===== config.mk =====
export PLATFORM = sky130hd
export DESIGN_NAME = uart_tx_arbiter
export DESIGN_NICKNAME = d
export VERILOG_FILES = /design/src/rtl/uart_tx_arbiter.sv
export SDC_FILE = /design/constraint.sdc
export NUM_CORES = 1
export LEC_CHECK = 0
export BUFFER_PORTS_ARGS = -buffer_cell sky130_fd_sc_hd__buf_2
export CORE_MARGIN = 2
export CORE_UTILIZATION = 30
export CTS_CLUSTER_DIAMETER = 100
export DETAILED_ROUTE_END_ITERATION = 10
export PLACE_DENSITY = 0.63
export REMOVE_ABC_BUFFERS = 1
export SLEW_MARGIN = 20
export SYNTH_ARGS = -nofsm -noshare
export SYNTH_HDL_FRONTEND = slang
export SYNTH_SLANG_ARGS = --single-unit
export TNS_END_PERCENT = 20

===== constraint.sdc =====
create_clock -name clk -period 3.25 [get_ports clk]
set_input_delay 0.975 -clock clk [delete_from_list [all_inputs] [get_ports clk]]
set_output_delay 0.975 -clock clk [all_outputs]
set_load 0.05 [all_outputs]

===== src/rtl/uart_tx_arbiter.sv =====
// Round-robin arbiter/sequencer sharing one UART transmitter among NUM_REQ byte
// producers: captures the winning byte, launches a frame, holds tx_din and spaces frames.
module uart_tx_arbiter #(
    parameter int NUM_REQ      = 4,
    parameter int DATA_WD      = 8,
    parameter int GAP_CYCLES   = 0,
    parameter int BUSY_TIMEOUT = 16
) (
    input  logic                       clk,
    input  logic                       rst,
    input  logic [NUM_REQ-1:0]         req_valid,
    input  logic [NUM_REQ*DATA_WD-1:0] req_data,
    output logic [NUM_REQ-1:0]         req_ready,
    input  logic                       tx_busy,
    output logic                       tx_start,
    output logic [DATA_WD-1:0]         tx_din,
    output logic [$clog2(NUM_REQ)-1:0] grant_id,
    output logic                       active,
    output logic                       frame_done,
    output logic                       timeout_err
);

    localparam int ID_WD = $clog2(NUM_REQ);
    localparam int PW    = ID_WD + 1;
    localparam int TO_WD = $clog2(BUSY_TIMEOUT) + 1;

    localparam logic [ID_WD-1:0] LAST_RST = ID_WD'(NUM_REQ - 1);
    localparam logic [PW-1:0]    POS_WRAP = PW'(NUM_REQ);
    localparam logic [TO_WD-1:0] TO_LAST  = TO_WD'(BUSY_TIMEOUT - 1);
    localparam logic [7:0]       GAP_LAST = 8'(GAP_CYCLES);

    typedef enum logic [2:0] {
        ST_IDLE      = 3'd0,
        ST_LAUNCH    = 3'd1,
        ST_WAIT_BUSY = 3'd2,
        ST_WAIT_DONE = 3'd3,
        ST_GAP       = 3'd4
    } state_t;

    state_t               state_r;
    logic [ID_WD-1:0]     last_r;
    logic [TO_WD-1:0]     to_cnt_r;
    logic [7:0]           gap_cnt_r;
    logic                 tx_start_r;
    logic [DATA_WD-1:0]   tx_din_r;
    logic [ID_WD-1:0]     grant_id_r;
    logic                 active_r;
    logic                 frame_done_r;
    logic                 timeout_err_r;

    logic [PW-1:0]        pos_s;
    logic                 win_vld_s;
    logic [ID_WD-1:0]     win_id_s;
    logic [DATA_WD-1:0]   win_data_s;
    logic [NUM_REQ-1:0]   ready_s;
    logic                 accept_s;

    // Rotating search: first valid requester strictly after the previous winner.
    always_comb begin
        win_vld_s = 1'b0;
        win_id_s  = '0;
        pos_s     = '0;
        for (int k = 1; k <= NUM_REQ; k++) begin
            pos_s     = {1'b0, last_r} + PW'(k);
            pos_s     = (pos_s >= POS_WRAP) ? (pos_s - POS_WRAP) : pos_s;
            win_id_s  = (!win_vld_s && req_valid[pos_s[ID_WD-1:0]]) ? pos_s[ID_WD-1:0] : win_id_s;
            win_vld_s = win_vld_s | req_valid[pos_s[ID_WD-1:0]];
        end
    end

    // Byte of the current winner.
    always_comb begin
        win_data_s = '0;
        for (int i = 0; i < NUM_REQ; i++) begin
            win_data_s = (win_id_s == ID_WD'(i)) ? req_data[i*DATA_WD +: DATA_WD] : win_data_s;
        end
    end

    // One-hot ready for the winner, offered only while idle.
    always_comb begin
        ready_s = '0;
        if ((state_r == ST_IDLE) && win_vld_s) begin
            ready_s[win_id_s] = 1'b1;
        end else begin
            ready_s = '0;
        end
    end

    assign accept_s = |(req_valid & ready_s);

    // Frame sequencer; every output except req_ready comes straight from a flop.
    always_ff @(posedge clk or posedge rst) begin
        if (rst) begin
            state_r       <= ST_IDLE;
            last_r        <= LAST_RST;
            to_cnt_r      <= '0;
            gap_cnt_r     <= 8'd0;
            tx_start_r    <= 1'b0;
            tx_din_r      <= '0;
            grant_id_r    <= '0;
            active_r      <= 1'b0;
            frame_done_r  <= 1'b0;
            timeout_err_r <= 1'b0;
        end else begin
            tx_start_r    <= 1'b0;
            frame_done_r  <= 1'b0;
            timeout_err_r <= 1'b0;
            case (state_r)
                ST_IDLE: begin
                    if (accept_s) begin
                        tx_din_r   <= win_data_s;
                        grant_id_r <= win_id_s;
                        last_r     <= win_id_s;
                        tx_start_r <= 1'b1;
                        active_r   <= 1'b1;
                        state_r    <= ST_LAUNCH;
                    end
                end
                ST_LAUNCH: begin
                    to_cnt_r <= '0;
                    state_r  <= ST_WAIT_BUSY;
                end
                ST_WAIT_BUSY: begin
                    // Fire on the edge where the count would reach its terminal value so
                    // the registered pulse lands BUSY_TIMEOUT cycles after tx_start.
                    if (tx_busy) begin
                        state_r <= ST_WAIT_DONE;
                    end else if ((to_cnt_r + TO_WD'(1)) >= TO_LAST) begin
                        timeout_err_r <= 1'b1;
                        gap_cnt_r     <= 8'd0;
                        state_r       <= ST_GAP;
                    end else begin
                        to_cnt_r <= to_cnt_r + TO_WD'(1);
                    end
                end
                ST_WAIT_DONE: begin
                    if (!tx_busy) begin
                        frame_done_r <= 1'b1;
                        gap_cnt_r    <= 8'd0;
                        state_r      <= ST_GAP;
                    end
                end
                ST_GAP: begin
                    if (gap_cnt_r >= GAP_LAST) begin
                        active_r <= 1'b0;
                        state_r  <= ST_IDLE;
                    end else begin
                        gap_cnt_r <= gap_cnt_r + 8'd1;
                    end
                end
                default: begin
                    active_r <= 1'b0;
                    state_r  <= ST_IDLE;
                end
            endcase
        end
    end

    assign req_ready   = ready_s;
    assign tx_start    = tx_start_r;
    assign tx_din      = tx_din_r;
    assign grant_id    = grant_id_r;
    assign active      = active_r;
    assign frame_done  = frame_done_r;
    assign timeout_err = timeout_err_r;

endmodule


### Word-level counts from Yosys, hierarchy flattened

Index checks and enable logic that the tools add are counted.

* logic and storage cells: 118
* output and inout port bits: 18
* register bits: 32

* eq/ne operators: 15
* add/subtract/negate cells: 10
* reduce and logical (&&, ||, !) cells: 19
* bitwise gates (word level): 5
* $lt $le $gt $ge: 12
* muxes and demuxes: 47

Operator list (number)
* $mux W8: 8
* $pmux W8 S3: 1
* $mux W2: 8
* $lt A2 B3 Y1 const B: 5
* $mux W3: 5
* $pmux W3 S5: 1
* $mux W1: 14
* $ne A2 B2 Y1 const B: 7
* $ge A3 B3 Y1 const B: 4
* $mux W5: 2
* $pmux W5 S2: 1
* $add A8 B1 Y8 const B: 1
* $bmux W1 S2: 4
* $ge A8 B1 Y1 const B: 1
* $sub A2 B1 Y2 const B: 4
* $add A2 B2 Y3 const B: 2
* $eq A3 B2 Y1 const B: 2
* $reduce_and A3 Y1: 2
* $add A5 B1 Y5 const B: 1
* $ge A5 B4 Y1 const B: 1
* $logic_and A1 B1 Y1: 5
* $reduce_and A5 Y1: 1
* $and A4 B4 Y4: 1
* $eq A2 B2 Y1 const B: 2
* 21 further kinds: 25

### Logic depth before layout (Yosys ltp)

Gate-level depths: netlist of run 1.

* word-level depth: 19
* mapped depth: 8
* gate-level depth less buffers: 7

### Worst setup path after synthesis of run 1

No wires, ideal clock.

* path type: input to output
* start: input port req_valid[2]
* end: output port req_ready[1]
* data arrival time: 2912 ps
* required time: 2275 ps
* path buffers: 2
* path slack: -637 ps
* stages on the path: 6
* path through: nand2b_1 a21o_1 buf_2 nand3_2 buf_4 nor3b_1

* cells in the longest elaborated chain, start to end: 12
* elaborated cells on any way between the ends: 28
* classes of those cells: order compare (2); mux (15); bitwise (3); reduce/logical (8)

Ends and longest elaborated chain
* from (decl): line 11 `input logic [NUM_REQ-1:0] req_valid,`
* $bmux W1 S2: line 66, 67
* $mux W1 (implied by the code): line 66, 67
* $logic_not A1 Y1 or $or A1 B1 Y1 (tied branches): line 66, 67
* $logic_and A1 B1 Y1, or another cell as far along: line 66 `win_id_s = (!win_vld_s && req_valid[pos_s[ID_WD-1:0]]) ? pos_s[ID_WD-1:0] : win_id_s;`
* $mux W2, or another cell as far along: line 66
* $mux W2 or $logic_and A1 B1 Y1 (tied branches): line 66
* $mux W2: line 66
* $lt A2 B3 Y1 (implied by the code) or $ge A2 B1 Y1 (tied branches): line 83 `ready_s[win_id_s] = 1'b1;`
* $logic_and A1 B1 Y1 (implied by the code): line 83
* $mux W1 (implied by the code): line 83
* $demux W1 S2: line 83
* $mux W4 *: line 82 `if ((state_r == ST_IDLE) && win_vld_s) begin`
* to (decl): line 13 `output logic [NUM_REQ-1:0] req_ready,`

Every way passes the cells marked *; elsewhere a longest branch is shown, timed or not. The select of a mux whose other input is x is not followed.

### Worst setup path after layout of run 1

* start: input port req_valid[3]
* end: output port req_ready[0]

The elaborated chain is that of the path after synthesis.

==> results of run 1 <==
[state kept, by name (all words and copies together), names as in the netlist]
register     count
tx_start         1
state_r          3
frame_done       1
active           1
grant_id         2
timeout_err      1
last_r           2
tx_din           8
to_cnt_r         5
[logic make-up after synthesis]
family          after synthesis  synth area share (%)
buf+inv                      13                 4.244
xor+xnor                      2                 1.189
simple gates                 58                 20.37
fa+ha+maj                     2                 1.698
mux                          10                 6.791
flops                        24                 40.92
compound gates               46                 24.79
[metal layers]
metal,vias up,GRT usage (%),part of all wire (%)
met1,656,20.47,46
met5,-,0,0
met4,0,6.061,0.45
met3,2,3.117,5.0
li1,703,-,-
met2,39,25.99,48
[critical path, cell delays in order]
cell	delay, ns
buf_2	0.13
and2b_1	0.21
o21ai_4	0.18
nand3_2	0.19
nor3_1	0.22
clkbuf_4	0.27
[per-stage QoR]
| stage | power [mW] | hold slack [ns] | setup TNS, ns |
|---|---|---|---|
| detailed placement | 1.605 | 0.4816 | 0 |
| global placement | 1.593 | 0.4641 | 0 |
| CTS | 1.872 | 0.5023 | 0 |
| global route | 1.997 | 0.5189 | 0 |
| finish | 1.862 | 0.4913 | 0 |
| floorplan | 1.260 | 0.4814 | -1.603 |
[synth_stat cells, types with 2 or more instances]
master | n | area share, %
a211o_1 | 9 | 5.3
a21oi_1 | 4 | 1.4
and2b_1 | 2 | 1.0
buf_2 | 2 | 0.68
clkbuf_1 | 5 | 1.3
dfrtp_1 | 22 | 37
dfstp_2 | 2 | 3.6
ha_1 | 2 | 1.7
inv_1 | 3 | 0.76
mux2i_1 | 10 | 6.8
nand2_1 | 17 | 4.3
nand2b_1 | 3 | 1.3
nand3_1 | 2 | 0.68
nand4_1 | 8 | 3.4
nor2_1 | 15 | 3.8
nor2b_1 | 2 | 0.85
o211ai_1 | 10 | 5.1
o21a_1 | 2 | 1.0
o21ai_1 | 4 | 1.4
o31ai_1 | 8 | 4.1
xnor2_1 | 2 | 1.2
[cell type report]
type | count | area [µm²]
Sequential cell | 24 | 603.1
Fill cell | 480 | 2763
Inverter | 3 | 11.26
Tap cell | 67 | 83.83
Multi-Input combinational cell | 118 | 808.3
Clock buffer | 3 | 41.29
Timing Repair Buffer | 69 | 382.9
Clock inverter | 1 | 30.03
[worst max path at each step]
| stage | startpoint | end | slack (ns) | depth (start not counted) |
|---|---|---|---|---|
| 4_1_cts | req_valid[3] | req_ready[0] | 0.09 | 6 |
| 6_report | req_valid[3] | req_ready[0] | 0.10 | 6 |
| 5_1_grt | req_valid[3] | req_ready[0] | 0.007 | 6 |
| 3_5_place_dp | req_valid[3] | req_ready[0] | 0.09 | 6 |
| 2_1_floorplan | req_valid[3] | req_ready[0] | -0.59 | 3 |
| 3_3_place_gp | req_valid[3] | req_ready[0] | 0.11 | 6 |
[what timing repair did]
action	4_1_cts	5_1_grt
hold endpoints to repair	0	0
resized for setup	0	3
endpoints found under the setup margin	0	2
[placed cells by master (no fill, tap or decap), drive strengths merged, types with 2 or more instances in the layout]
cell | netlist | final
nand4 | 8 | 8
nor2 | 15 | 15
a21oi | 5 | 5
xnor2 | 2 | 2
nor2b | 2 | 2
o211ai | 11 | 11
and2b | 2 | 2
dfrtp | 22 | 22
nand3 | 3 | 3
inv | 3 | 3
o21a | 2 | 2
o21ai | 6 | 6
o31ai | 8 | 8
mux2i | 10 | 10
a211o | 9 | 9
buf | 5 | 68
ha | 2 | 2
clkbuf | 5 | 4
nand2 | 17 | 17
nand2b | 3 | 3
dfstp | 2 | 2
[report_power, final]
part           internal [mW]  switching, mW  total [mW]  leakage (nW)
sequential             0.423          0.109       0.532         0.302
combinational          0.364          0.700        1.06         0.635
clock                  0.165          0.101       0.266        0.0357
total                  0.952          0.910        1.86         0.973
==> run summary, run 1 <==
total vias in the final route: 1400
postcts setup bufs: 0
first-pass GRT wire length: 6541 µm
Placement Cell Area: 0.001884 mm²
min-delay src: grant_id[0]
Synth Register Bits: 24
Critical Path AT: 2.17 ns
WL/cell: 14.05 µm
initial antenna violation count: 0
synthesis-to-finish area growth: 33.02%
WHS Path Cells: 2
Post-CTS Hold Fix Bufs: 0
number of core rows: 25
startpoint types: input port
Period Utilization, post-route: 96.81%
post-synthesis async set-or-reset flop share: 100.0%
Peak Freq: 317.8 MHz
clk sinks: 24
Detailed Routing Iterations Pass 1: 6
vias in the first global route: 1437
Cells after Synth: 155
H-tree lvl count: 1
reg2reg path depth: 4
Min-Delay Path Class: reg2reg
fin area: 0.001961 mm²
clk buf depth: 2
Routed Antenna Nets: 0
Power Dens Cells: 949.6 mW/mm²
Max IR drop VDD: 404.4 µV
residual DRC count: 0
largest net degree at the start of global routing: 25
Worst Hold Endpoint: grant_id[0]
dpl cells: 281
crit end category: primary output
status: completed
setup slack, reg-to-reg: 1.29 ns
Die Area: 0.005490 mm²
crit path time final: 3.146 ns
Initial Utilization: 31.21%
Synth Warn #: 0
final wirelength: 4004 µm
r2r endpoint: to_cnt_r[2]
Die W: 74.10 µm
post-DP HPWL: 3004 µm
Slew @ Worst Pin: 0.9453 ns
Buffers on Ports: 56
max-slew violations: 0
Antenna Cells: 0
fin nets: 260
relative max-transition margin: 36.91%
layout cell share with drive strength beyond 1: 36.70%
Synth Flop Type: dfrtp_1
CTS buffer count: 3
Hold Vio Cnt, Final: 0
Final Util: 41.51%
latest clock arrival within the worst-skew pair: 0.27 ns
core area: 0.004723 mm²
worst r2r src: state_r[1]
EDFF count, synth: 0
Place WS: 0.09147 ns
peak fanout along the critical path: 8
Leak: 0.9726 nW
synth unique cells: 42
Max-Cap Viols: 0
GR Overflow Total: 0
GPL Wtd Cong: 0.7937
Synth Cell Area: 0.001474 mm²
Initial DRC Count: 92
sequential area share after synthesis: 40.92%
clock-pin slew on the worst setup and hold paths: 0.09 ns
Root Buffer: clkbuf_8
post-synthesis area per instance: 9.509 µm²
Finished Layout Cells: 285
Setup Skew: 0.002628 ns
fin worst setup slack: 0.1036 ns
WS Path Type: in2out
RSZ-0062 raised after global routing: no
via/cell ratio: 4.912
CTS tree: done
# IOs: 57
Total GRT Usage: 15.78%
Critical Path RT: 2.27 ns
Die Span Y: 74.10 µm
final setup fails: 0
(Power assumes the default switching activity.)
==> run 2, diff against run 1 <==
--- a/config.mk
+++ b/config.mk
@@ -5,12 +5,12 @@
 export SDC_FILE = /design/constraint.sdc
 export NUM_CORES = 1
 export LEC_CHECK = 0
-export BUFFER_PORTS_ARGS = -buffer_cell sky130_fd_sc_hd__buf_2
 export CORE_MARGIN = 2
 export CORE_UTILIZATION = 30
 export CTS_CLUSTER_DIAMETER = 100
 export DETAILED_ROUTE_END_ITERATION = 10
-export PLACE_DENSITY = 0.63
+export DONT_BUFFER_PORTS = 1
+export PLACE_DENSITY = 0.53
 export REMOVE_ABC_BUFFERS = 1
 export SLEW_MARGIN = 20
 export SYNTH_ARGS = -nofsm -noshare
==> run 2 against run 1 <==
  * Power is 5.1% lower
  * Cell area is 13% lower
  * Maximum frequency is 4.3% higher
  * Final cell count is 20% lower
  * First-iteration DRC count is 2.2% higher
  * Global-route usage is 1.9 points lower
  * Routed wire length is 5.2% lower
  * Non-clock buffer count is 56 lower
  * Die area stayed put
  * Clock-buffer cell count stayed put
  * Worst setup slack better by 0.13 ns
  * Sequential cell count stayed put
  * Largest cell class unchanged
==> run summary, run 2 (synthesis gave the netlist of run 1 again) <==
Critical Path RT: 2.27 ns
slowest stage delay, CP: 0.43 ns
final setup fails: 0
H-tree lvl count: 1
GR Overflow Total: 0
Antenna Cells: 0
Crit-path slowest cell: nor4_1
fin area: 0.001698 mm²
Detailed Routing Iterations Pass 1: 5
Die W: 74.10 µm
number of core rows: 25
first-pass GRT wire length: 5885 µm
total vias in the final route: 1213
fin nets: 204
Die Span Y: 74.10 µm
clk sinks: 24
Peak Freq: 331.6 MHz
Resize count post-CTS: 0
max FFs per register: 8
initial antenna violation count: 0
relative max-transition margin: 39.31%
final wirelength: 3797 µm
Total GRT Usage: 13.87%
most common cell after layout, fill and taps aside: dfrtp_1
status: completed
clk buf depth: 2
RSZ-0062 raised after global routing: no
WL/cell: 16.58 µm
Hold Vio Cnt, Final: 0
CTS buffer count: 3
Initial Utilization: 31.21%
post-DP HPWL: 2824 µm
most frequent cells in the layout: dfrtp_1 (22), nand2_1 (17), nor2_1 (15)
Final Util: 35.95%
synthesis-to-finish area growth: 15.20%
residual DRC count: 0
met2 routed WL: 1897 µm
DRT met1 WL: 1672 µm
setup TNS: 0 ns
vias in the first global route: 1204
Die Area: 0.005490 mm²
via/cell ratio: 5.297
peak fanout along the critical path: 6
Max IR drop VDD: 319.6 µV
WS Path Type: in2out
postcts setup bufs: 0
Period Utilization, post-route: 92.80%
core area: 0.004723 mm²
Critical Path AT: 2.04 ns
GPL Wtd Cong: 0.7663
Multi-input gate area: 818.3 µm²
Routed Antenna Nets: 0
Slew @ Worst Pin: 0.9047 ns
max-slew violations: 0
Placement Cell Area: 0.001627 mm²
largest net degree at the start of global routing: 25
latest clock arrival within the worst-skew pair: 0.27 ns
Place WS: 0.1798 ns
startpoint types: input port
Power Dens Cells: 1040 mW/mm²
FF/Latch Area: 603.1 µm²
Max-Cap Viols: 0
# IOs: 57
clock-pin slew on the worst setup and hold paths: 0.10 ns
Initial DRC Count: 94
fin worst setup slack: 0.2342 ns
crit end category: primary output
Top Layer Used: met4
Filler cells: 492
Setup Skew: 0.008937 ns
crit-path cells: nor4_1, nor2_1, nand2_1, inv_1, nand2_1, nor2_1, buf_4
metal3 WL: 193 µm
Min-Delay Path Class: reg2reg
Root Buffer: clkbuf_8
crit path time final: 3.016 ns
Buffers on Ports: 0
CTS tree: done
layout cell share with drive strength beyond 1: 16.05%
Post-CTS Hold Fix Bufs: 0
Leak: 0.7418 nW
run 2: stage by stage:
| stage | total power [mW] | instances | hold WS, ns |
|---|---|---|---|
| 2_1_floorplan | 1.260 | 145 | 0.4814 |
| 3_3_place_gp | 1.482 | 225 | 0.4978 |
| 3_5_place_dp | 1.508 | 225 | 0.4976 |
| 4_1_cts | 1.778 | 229 | 0.5130 |
| 5_1_grt | 1.884 | 229 | 0.5308 |
| 6_report | 1.766 | 229 | 0.5132 |
run 2: critical path: cells and delay by family:
family	cells	cell delay (ns)
buf+inv	2	0.30
simple gates	5	0.78
run 2: final timing paths:
check                                  start            to  slack, ns  depth (start not counted)
worst max-delay path            req_valid[3]  req_ready[2]       0.23                          7
worst min-delay path               last_r[0]     last_r[0]       0.51                          2
worst max register to register   to_cnt_r[0]   to_cnt_r[2]       1.27                          6
worst min register to register     last_r[0]     last_r[0]       0.51                          2
max in group asynchronous                rst     tx_din[4]       2.16                          1
min in group asynchronous                rst   to_cnt_r[1]       0.66                          1
run 2: final cells by class:
cell class | count | area share [%]
Clock buffer | 3 | 2.432
Clock inverter | 1 | 1.769
Inverter | 3 | 0.6632
Multi-Input combinational cell | 118 | 48.19
Sequential cell | 24 | 35.52
Tap cell | 67 | 4.937
Timing Repair Buffer | 13 | 6.485
run 2: layer usage:
metal,track usage (%),up-vias
met3,3.388,2
met5,0,-
met2,21.13,32
met4,5.253,0
met1,19.06,590
li1,-,589
run 2: power by group:
part	internal, mW	total [mW]	switching (mW)	leakage (nW)
clock	0.165	0.269	0.104	0.0357
combinational	0.292	0.697	0.406	0.404
sequential	0.419	0.800	0.381	0.302
==> run 3, diff against run 2 <==
--- a/config.mk
+++ b/config.mk
@@ -5,6 +5,7 @@
 export SDC_FILE = /design/constraint.sdc
 export NUM_CORES = 1
 export LEC_CHECK = 0
+export ABC_AREA = 1
 export CORE_MARGIN = 2
 export CORE_UTILIZATION = 30
 export CTS_CLUSTER_DIAMETER = 100
==> run 3 against run 2 <==
  * Utilization down 2.2 points
  * First-iteration DRC count is 36% lower
  * Sequential cell count did not move
  * Via count grew 21%
  * Global-route usage shrank 0.30 points
  * Critical path depth grew 4
  * Critical endpoint is now req_ready[3]
  * Highest routed layer unchanged
  * Critical path type is now reg2out
  * Hold slack improved by 0.0022 ns
  * Synthesized area rose by 17%
  * Worst setup slack got worse by 0.11 ns
  * Routed wire length up 7.8%
==> run summary, run 3 <==
initial antenna violation count: 0
crit-path cells: inv_8, nand2_1, nand2_2, nand2_4, nand2_4, nor2_4, nand3_2, nand2_4, nand2_2, nor3_1, buf_4
latest clock arrival within the worst-skew pair: 0.26 ns
max FFs per register: 8
# IOs: 57
RSZ-0062 raised after global routing: yes
sequential area share after synthesis: 35.00%
Synth Warn #: 0
Slew @ Worst Pin: 0.9077 ns
H-tree lvl count: 1
Period Utilization, post-route: 96.18%
GR Overflow Total: 0
final wirelength: 4093 µm
Post-CTS Hold Fix Bufs: 0
Initial DRC Count: 60
Die W: 79.78 µm
most used cell, CP: nand2_4
buffers plus inverters on the worst setup path: 2
CTS buffer count: 3
Die Area: 0.006365 mm²
Total GRT Usage: 13.57%
total vias in the final route: 1463
Synth area leaders: dfrtp_1 (32%), nand2_1 (14%), nand3_1 (7.3%)
clk buf depth: 2
post-synthesis area per instance: 7.657 µm²
post-DP HPWL: 3261 µm
crit end category: primary output
min-delay src: to_cnt_r[4]
r2r endpoint: last_r[0]
worst r2r src: last_r[0]
via/cell ratio: 4.844
top-count cell post-synth: nand2_1
Synth Flop Type: dfrtp_1
clock-pin slew on the worst setup and hold paths: 0.08 ns
most frequent cells in the layout: nand2_1 (63), nand3_1 (25), dfrtp_1 (22)
clk sinks: 24
final setup fails: 0
crit path time final: 3.126 ns
residual DRC count: 0
Resize count post-CTS: 0
Die Span Y: 79.78 µm
Cells after Synth: 225
vias in the first global route: 1486
Max-Cap Viols: 0
Critical Path AT: 2.15 ns
slowest stage delay, CP: 0.67 ns
Initial Utilization: 31.10%
Synth Register Bits: 24
Min-Delay Path Class: reg2reg
WHS Path Cells: 2
Worst Hold Endpoint: to_cnt_r[4]
max-slew violations: 0
status: completed
Root Buffer: clkbuf_8
WS Path Type: reg2out
WL/cell: 13.55 µm
layout cell share with drive strength beyond 1: 22.61%
Buffers on Ports: 0
Commonest cells post-synth: nand2_1 (66), nand3_1 (25), dfrtp_1 (22)
relative max-transition margin: 39.42%
startpoint types: flop
fin nets: 272
delay-heaviest family, CP: simple AND/OR/NAND/NOR gates
Critical Path RT: 2.27 ns
largest net degree at the start of global routing: 25
reg2reg path depth: 11
GPL Wtd Cong: 0.7624
Peak Freq: 319.9 MHz
Hold Vio Cnt, Final: 0
Antenna Cells: 0
Synth Cell Area: 0.001723 mm²
Routed Antenna Nets: 0
share of the synthesized area in the top cell type: 31.95%
post-synthesis async set-or-reset flop share: 100.0%
synth unique cells: 32
core area: 0.005540 mm²
fin area: 0.001869 mm²
Placement Cell Area: 0.001798 mm²
postcts setup bufs: 0
Setup Skew: 0.004660 ns
first-pass GRT wire length: 6858 µm
synthesis-to-finish area growth: 8.497%
most common cell after layout, fill and taps aside: nand2_1
top cell type by total area after synthesis: dfrtp_1
number of core rows: 27
Crit-path slowest cell: dfstp_2
CTS tree: done
EDFF count, synth: 0
peak fanout along the critical path: 10
Detailed Routing Iterations Pass 1: 4
setup slack, reg-to-reg: 1.04 ns
==> run 3: changes by cell type after synthesis, sizes merged, moves of 3 or more <==
cell    previous run  this run
nand3              3        26
buf                5         9
nand2b             3         0
mux2i             10         0
clkbuf             5         0
inv                3        23
nor3               1         8
nand2             17        84
o211ai            11         0
a211o              9         0
nand4              8        17
o31ai              8         0
xor2               0         3
==> run 3: per-stage QoR <==
stage,cells,utilization (%),TNS (ns),setup slack (ns),hold WS [ns]
after floorplan,216,-,-2.624,-0.6657,0.4699
after global placement,298,32.45,0,0.1289,0.4881
after detailed placement,298,32.45,0,0.09594,0.5053
after CTS,302,33.45,0,0.07752,0.5271
after global routing,302,33.74,-0.01695,-0.01684,0.5569
final,302,33.74,0,0.1241,0.5154
==> run 3: layout make-up <==
cell class                 instances  area (µm²)
fill                             622        3671
multi-input combinational        169       943.4
sequential                        24       603.1
inverter                          23       98.84
tap                               72       90.09
timing repair buffer              10       78.83
clock buffer                       4       55.05
==> run 3: worst max-delay path by stage <==
stage / startpoint / end / depth (start not counted)
final: last_r[0] / req_ready[3] / 11
after detailed placement: req_valid[3] / req_ready[2] / 10
after global placement: req_valid[3] / req_ready[2] / 10
after global routing: last_r[0] / req_ready[3] / 11
after CTS: last_r[0] / req_ready[2] / 11
after floorplan: req_valid[0] / req_ready[0] / 10
==> run 3: kinds of logic after synthesis <==
kind of cell | after synthesis | synth area share (%)
compound gates | 12 | 4.067
simple gates | 151 | 46.04
buf+inv | 32 | 11.26
xor+xnor | 3 | 1.525
flops | 24 | 35.00
fa+ha+maj | 2 | 1.452
mux | 1 | 0.6535
==> run 3: worst register-to-register path, cell delays in order, from the launching register on <==
cell,delay [ns]
dfstp_2,0.67
nand2_1,0.13
nand2_4,0.11
nand2_1,0.07
nand2_2,0.08
inv_2,0.05
nand4_1,0.10
nand2_2,0.12
buf_4,0.21
inv_1,0.35
nand2_1,0.15
o21ai_0,0.10
==> run 3: routing by layer <==
metal  global-route usage, %  share of wire (%)  vias up
met1                   17.25                 46      664
met5                       0                  0        -
met3                   4.751                 11        4
met2                   21.68                 43       50
li1                        -                  -      745
met4                   4.068               0.88        0
Power of run 3 is not shown: default switching activity piles up to over one toggle a cycle in this logic, so the estimate is an artifact.
